[src/rtl/snake_pkg.sv]
// Shared definitions for the snake game datapath: playfield geometry and
// the decoded move direction used by the head tracker.
package snake_pkg;

    localparam int COORD_W = 3;
    localparam int X_MAX   = 7;
    localparam int Y_MAX   = 7;

    typedef enum logic [2:0] {
        DIR_NONE,
        DIR_L,
        DIR_R,
        DIR_U,
        DIR_D
    } dir_t;

endpackage

[src/rtl/dir_priority_enc.sv]
// Collapses the four raw direction requests into a single move,
// resolving simultaneous requests with the fixed order l > r > u > d.
module dir_priority_enc
    import snake_pkg::*;
(
    input  logic l,
    input  logic r,
    input  logic u,
    input  logic d,
    output dir_t dir
);

    always_comb begin
        dir = DIR_NONE;
        if (l) begin
            dir = DIR_L;
        end else if (r) begin
            dir = DIR_R;
        end else if (u) begin
            dir = DIR_U;
        end else if (d) begin
            dir = DIR_D;
        end
    end

endmodule

[src/rtl/position_recorder.sv]
// Snake-head coordinate register with single-step moves, absolute load and
// a sticky edge-collision flag that freezes the head until reset or load.
module position_recorder
    import snake_pkg::*;
#(
    parameter int COORD_W = snake_pkg::COORD_W,
    parameter int X_MAX   = snake_pkg::X_MAX,
    parameter int Y_MAX   = snake_pkg::Y_MAX,
    parameter int RESET_X = 4,
    parameter int RESET_Y = 4
) (
    input  logic               clk,
    input  logic               reset,
    input  logic               l,
    input  logic               r,
    input  logic               u,
    input  logic               d,
    input  logic               load,
    input  logic [COORD_W-1:0] load_x,
    input  logic [COORD_W-1:0] load_y,
    output logic [COORD_W-1:0] motion_x,
    output logic [COORD_W-1:0] motion_y,
    output logic               edge_collision
);

    localparam logic [COORD_W-1:0] X_LIM  = COORD_W'(X_MAX);
    localparam logic [COORD_W-1:0] Y_LIM  = COORD_W'(Y_MAX);
    localparam logic [COORD_W-1:0] X_INIT = COORD_W'(RESET_X);
    localparam logic [COORD_W-1:0] Y_INIT = COORD_W'(RESET_Y);

    dir_t               dir;
    logic [COORD_W-1:0] next_x;
    logic [COORD_W-1:0] next_y;
    logic               next_collision;
    logic [COORD_W-1:0] sat_load_x;
    logic [COORD_W-1:0] sat_load_y;

    dir_priority_enc u_dir_enc (
        .l   (l),
        .r   (r),
        .u   (u),
        .d   (d),
        .dir (dir)
    );

    assign sat_load_x = (load_x > X_LIM) ? X_LIM : load_x;
    assign sat_load_y = (load_y > Y_LIM) ? Y_LIM : load_y;

    // Bounds are tested before stepping so an illegal move never wraps.
    always_comb begin
        next_x         = motion_x;
        next_y         = motion_y;
        next_collision = edge_collision;
        if (!edge_collision) begin
            case (dir)
                DIR_L: begin
                    if (motion_x == '0) next_collision = 1'b1;
                    else                next_x = motion_x - 1'b1;
                end
                DIR_R: begin
                    if (motion_x == X_LIM) next_collision = 1'b1;
                    else                   next_x = motion_x + 1'b1;
                end
                DIR_U: begin
                    if (motion_y == '0) next_collision = 1'b1;
                    else                next_y = motion_y - 1'b1;
                end
                DIR_D: begin
                    if (motion_y == Y_LIM) next_collision = 1'b1;
                    else                   next_y = motion_y + 1'b1;
                end
                default: begin
                end
            endcase
        end
    end

    always_ff @(posedge clk) begin
        if (reset) begin
            motion_x       <= X_INIT;
            motion_y       <= Y_INIT;
            edge_collision <= 1'b0;
        end else if (load) begin
            motion_x       <= sat_load_x;
            motion_y       <= sat_load_y;
            edge_collision <= 1'b0;
        end else begin
            motion_x       <= next_x;
            motion_y       <= next_y;
            edge_collision <= next_collision;
        end
    end

endmodule

[config.mk]
export PLATFORM = sky130hd
export DESIGN_NAME = position_recorder
export DESIGN_NICKNAME = d
export VERILOG_FILES = /design/src/rtl/snake_pkg.sv /design/src/rtl/dir_priority_enc.sv /design/src/rtl/position_recorder.sv
export SDC_FILE = /design/constraint.sdc
export NUM_CORES = 1
export LEC_CHECK = 0
export BUFFER_PORTS_ARGS = -buffer_cell sky130_fd_sc_hd__buf_2
export CAP_MARGIN = 25
export CORE_AREA = 2 2 39 41
export DETAILED_ROUTE_END_ITERATION = 8
export DIE_AREA = 0 0 41 43
export PLACE_DENSITY = 0.69
export SLEW_MARGIN = 15
export SYNTH_ARGS = -nofsm -noshare
export SYNTH_HDL_FRONTEND = slang
export SYNTH_SLANG_ARGS = --single-unit
[constraint.sdc]
create_clock -name clk -period 3.4 [get_ports clk]
set_input_delay 0.17 -clock clk [delete_from_list [all_inputs] [get_ports clk]]
set_output_delay 0.17 -clock clk [all_outputs]
set_load 0.05 [all_outputs]
==> results of run 1 <==
## area by class of cell
class | count | area, µm²
inverter | 4 | 15.01
fill | 146 | 696.9
multi-input combinational | 54 | 390.4
sequential | 7 | 140.1
tap | 16 | 20.02
clock buffer | 4 | 26.28
timing repair buffer | 19 | 95.09
## state kept, by name, indices dropped and copies added, names as in the netlist
signal / count
edge_collision: 1
motion_x: 3
motion_y: 3
## routing by layer
layer  global-route usage  vias to the layer above
met5                    0                        -
met4              0.06667                        0
met3              0.08377                        2
met2               0.2281                       19
met1               0.2045                      276
li1                     -                      300
## cell families (layout without fill, tap and decap cells)
| logic type | Yosys count | in the layout | share of synthesized area |
|---|---|---|---|
| AOI/OAI and AO/OA | 24 | 24 | 0.2966 |
| xor gates and xnor gates | 1 | 1 | 0.01573 |
| adders and majority gates | 2 | 2 | 0.07191 |
| buffers and inverters | 5 | 27 | 0.04718 |
| DFF | 7 | 7 | 0.2517 |
| muxes | 1 | 1 | 0.01798 |
| and+or+nand+nor | 26 | 26 | 0.2989 |
## worst max-delay path by stage
stage | to | slack [ns] | depth (start not counted)
2_1_floorplan | motion_y[2] | 1.29 | 4
3_3_place_gp | motion_y[2] | 1.33 | 7
3_5_place_dp | motion_y[2] | 1.27 | 7
4_1_cts | motion_y[2] | 1.50 | 4
5_1_grt | motion_y[2] | 1.42 | 7
6_report | motion_y[2] | 1.51 | 4
## through the flow
stage               power [mW]  worst slack (ns)  std cells  instance area (µm²)  utilization
CTS                     0.2720             1.497        104                686.9       0.4964
detailed placement      0.1941             1.267        100                660.6       0.4774
global placement        0.1927             1.326        100                660.6       0.4774
finish                  0.2694             1.508        104                686.9       0.4964
floorplan               0.1686             1.293         66                556.8            -
global route            0.2886             1.423        104                686.9       0.4964
## worst max-delay path, stage by stage, from the launching register on
cell and delay (ns):
dfxtp_1 0.47, nor4b_4 0.09, or4b_4 0.56, or4_1 0.48
a32oi_1 0.20
## power groups by stage
| stage | logic [mW] | registers [mW] | clock network, mW |
|---|---|---|---|
| after detailed placement | 0.0883 | 0.106 | 0 |
| after CTS | 0.0886 | 0.104 | 0.0797 |
| final | 0.0880 | 0.104 | 0.0775 |
| after global routing | 0.0952 | 0.106 | 0.0876 |
| after global placement | 0.0874 | 0.105 | 0 |
| after floorplan | 0.0417 | 0.127 | 0 |
## layout by cell type (no fill, tap or decap), drive strengths merged
| cell | count |
|---|---|
| nand3 | 2 |
| a32oi | 1 |
| a21oi | 4 |
| o211ai | 2 |
| xor2 | 1 |
| a21o | 1 |
| o31a | 1 |
| o21bai | 2 |
| nor3 | 1 |
| o31ai | 2 |
| clkbuf | 4 |
| o2111ai | 1 |
| nand2b | 1 |
| nand3b | 1 |
| or4 | 1 |
| nor4b | 3 |
| mux2i | 1 |
| fa | 2 |
| o21ai | 4 |
| nor3b | 2 |
| buf | 19 |
| nor2b | 2 |
| o32a | 1 |
| a311oi | 1 |
| nand2 | 4 |
| o21a | 1 |
| a21boi | 1 |
| nor2 | 7 |
| inv | 4 |
| or2 | 1 |
| a31oi | 2 |
| or4b | 1 |
| dfxtp | 7 |
==> impl_metrics.ini, run 1 <==
[sta]
setup_viol = 0
clock.fmax_mhz = 528.4
hold_ws_ns = 0.1591
fin_crit_ns = 1.892
finalClockSkew_ns = 0.007307
relSlewSlack = 0.7056
slew_viol_final = 0
fin_setup_tns_ns = 0
fin_crit_sh = 0.5566
hold_viol = 0
tightestPinTransition_ns = 0.4355
rsz0062_at_grt = no

[floorplanning]
ioPinCount = 20
core_um2 = 1384
die_y_um = 43
row_count = 14
die_area_um2 = 1763
fp.dieW_um = 41
start_util = 0.4024

[power]
sequentialPowerShare = 0.386
intPower_mw = 0.1686
irDropWorstVdd_mv = 0.2343
clkPwrFrac = 0.288
p_sw_frac = 0.3741
p_per_area_nw_per_um2 = 392.2
p_leak_nw = 0.2869
power_frac_comb = 0.327
p_switching_mw = 0.1008

[clocking]
cts-buffers-inserted = 3
clock_latency_ns = 0.25
post-cts-setup-buffer-count = 0
htreeDepth = 1
cts_resized = 0
path_clk_slew_ns = 0.06
cts.hold.buffers_added = 0
clk_path_buf_depth = 2
numClockSinks = 7
cts-root-buf = clkbuf_4
cts_tree = done

[drt]
drc = 0
post_drt_wl_per_cell_um = 12.63
met3RoutedLength_um = 94
ant_nets = 0
firstDrtPassIters = 4
met2_length_um = 612
wl_um = 1313
vias = 597
wirelength_met1_um = 592
top_layer = met4
drt_iter0_drc = 13
viasPerCell = 5.740

[setup_path]
required_ns = 3.58
worstSetupStartpointType = flop
crit_fanout = 6
reg2reg_to = motion_y[2]
end_kind = flop
rr_worst_depth = 4
worstSetupPathType = flop to flop
reg2reg_from = motion_y[0]
r2r_slack_ns = 1.51
cp.arrival_ns = 2.07
cp-startpoint = motion_y[0]

[synthesis]
syn_nets = 81
synth-edff-count = 0
yosysTopAreaCellShare = 0.2517
yosys.cell_types.count = 33
synth_area_um2 = 556.8
synth_warnings = 0
synth_cells = 66
ys_seq_area_frac = 0.2517
synth_seq_cells = 7
synth_flop_cell = dfxtp_1
synthTopCellsByCount = dfxtp_1, nor2_1
synth_area_leader_cell = dfxtp_1
async_reset_ff_frac = 0
avgSynthCellArea_um2 = 8.436
ys_top_cells_by_area = dfxtp_1, fa_1, nor2_1, nor4b_4, a21oi_1

[grt]
grt_overflow_total = 0
grt_pass1_wl_um = 1918
grt_use_total = 0.1631
grt_pass1_vias = 480
antenna_found_initial = 0
grt_start_max_net_pins = 11

[status]
status = finished, final reports clean

[hold_path]
hold_path_class = input pin to flop
whs_path_depth = 3
min_from = load_x[0]
holdPathEnd = motion_x[0]

[cells_and_area]
drive_gt1_frac = 0.2841
diodes = 0
fin_nets = 104
area_growth_pct = 23.37

[placed_design]
gp_congestion = 0.8219
dp.final_hpwl_um = 989.5
io_buffers = 19

[run]
maxCapViolations = 0
No activity file was read; power rests on OpenSTA's default activity.
==> run 2, diff against run 1 <==
CORE_AREA = unset   (was 2 2 39 41)
CORE_MARGIN = 2   (was unset)
CORE_UTILIZATION = 42   (was unset)
DIE_AREA = unset   (was 0 0 41 43)
PLACE_DENSITY = 0.72   (was 0.69)
clock period = 1.6 ns   (was 3.4 ns; I/O delays follow)
==> run 2 against run 1 <==
Against the previous run:
- the flow now finishes with violations (setup timing)
- fmax increased by 12%
- clock-buffer cell count is the same
- wire length rose by 22%
- clock skew is 0.00077 ns lower
- critical endpoint unchanged
- global-route usage up 6.9 points
- largest cell class unchanged
- final cell count grew 13%
- hold slack got worse by 0.10 ns
- sequential cell count is the same
- largest power group is now combinational logic
- clock power grew 110%
- critical path depth unchanged
- combinational power grew to 2.8 times the previous value
- design area increased by 19%
==> impl_metrics.ini, run 2 (synthesis gave the netlist of run 1 again) <==
[status]
status = finished with violations
violations = setup timing

[placed_design]
gp_congestion = 0.8693
placed_cell_area_um2 = 793.3
io_buffers = 19
dp_cells = 114
dp.final_hpwl_um = 1288

[cells_and_area]
largestRegisters = motion_x (3), motion_y (3), edge_collision (1)
stdcell_area_um2 = 819.5
fin_nets = 119
final_cell_mix = buf_2, buf_4, nor2_1
fin_cells = 118
area_growth_pct = 47.19
diodes = 0
layout_commonest_cell = buf_2
drive_gt1_frac = 0.4563
nFillCells = 112

[floorplanning]
ioPinCount = 20
fp.dieW_um = 40.41
start_util = 0.4389
die_area_um2 = 1633
die_y_um = 40.41
core_um2 = 1269
row_count = 13

[clocking]
cts_resized = 0
clock_latency_ns = 0.26
path_clk_slew_ns = 0.06
numClockSinks = 7
clk_path_buf_depth = 2
cts-buffers-inserted = 3
htreeDepth = 1
post-cts-setup-buffer-count = 0
cts-root-buf = clkbuf_4
cts_tree = done

[drt]
ant_nets = 0
drc = 0
firstDrtPassIters = 4
viasPerCell = 5.720
post_drt_wl_per_cell_um = 13.61
wl_um = 1606
vias = 675
drt_iter0_drc = 14

[sta]
fin_setup_tns_ns = -0.1224
hold_viol = 0
tightestPinTransition_ns = 0.2962
fin_crit_sh = 1.054
finalClockSkew_ns = 0.006533
clock.fmax_mhz = 592.8
relSlewSlack = 0.7998
fin_crit_ns = 1.687
slew_viol_final = 0
setup_viol = 2
setup_slack_ns = -0.08682
rsz0062_at_grt = yes

[power]
p_leak_nw = 0.3643
irDropWorstVdd_mv = 0.6241
p_per_area_nw_per_um2 = 757.3

[setup_path]
crit_fanout = 4
end_kind = flop
worstSetupStartpointType = flop
worstSetupPathType = flop to flop
cp.arrival_ns = 1.86
required_ns = 1.77

[grt]
grt_overflow_total = 0
grt_pass1_wl_um = 2359
grt_start_max_net_pins = 10
grt_pass1_vias = 586
grt_use_total = 0.2318
antenna_found_initial = 0

[run]
maxCapViolations = 0

[hold_path]
hold_path_class = input pin to flop
[run 2: cell type report]
| class | count | area [µm²] | area share |
|---|---|---|---|
| multi-input combinational | 54 | 396.6 | 0.4840 |
| timing repair buffer | 34 | 207.7 | 0.2534 |
| sequential | 7 | 155.1 | 0.1893 |
| clock buffer | 4 | 26.28 | 0.03206 |
| tap | 15 | 18.77 | 0.02290 |
| inverter | 4 | 15.01 | 0.01832 |
[run 2: metal layers]
metal	GRT usage	wire length, µm	up-vias	part of all wire
met3	0.1000	101	12	0.063
met2	0.3611	755	26	0.47
met4	0.1667	78	0	0.049
li1	-	-	329	-
met1	0.2467	670	308	0.42
met5	0	0	-	0
[run 2: path summary, 6_finish.rpt]
check	from	endpoint	slack (ns)	depth (start not counted)
hold reg to reg	motion_x[2]	motion_x[2]	0.61	2
setup reg to reg	motion_y[0]	motion_y[2]	-0.09	4
setup / recovery	motion_y[0]	motion_y[2]	-0.09	4
hold / removal	load	motion_y[2]	0.06	2
[run 2: worst max-delay path, cell delays in order (launching register included)]
cell and delay [ns]:
dfxtp_4 0.38, nor4b_4 0.06, or4b_4 0.49, or4_1 0.49, a32oi_1 0.17
[run 2: where the power goes]
group | internal, mW | switching (mW)
registers | 0.190 | 0.0201
clock network | 0.0955 | 0.0704
logic | 0.105 | 0.139
[run 2: metrics by stage]
| stage | total power, mW | setup WS [ns] | hold slack (ns) | util |
|---|---|---|---|---|
| after floorplan | 0.3604 | -0.1361 | 0.1417 | - |
| after global placement | 0.4482 | -0.1536 | 0.3213 | 0.6252 |
| after detailed placement | 0.4573 | -0.2412 | 0.3257 | 0.6252 |
| after CTS | 0.6249 | -0.08810 | 0.05782 | 0.6460 |
| after global routing | 0.6569 | -0.1060 | 0.06901 | 0.6460 |
| final | 0.6206 | -0.08682 | 0.05855 | 0.6460 |
[run 2: timing repair]
action	4_1_cts	5_1_grt
setup endpoints to repair	2	2
hold buffers	0	0
endpoints found under the hold margin	0	0
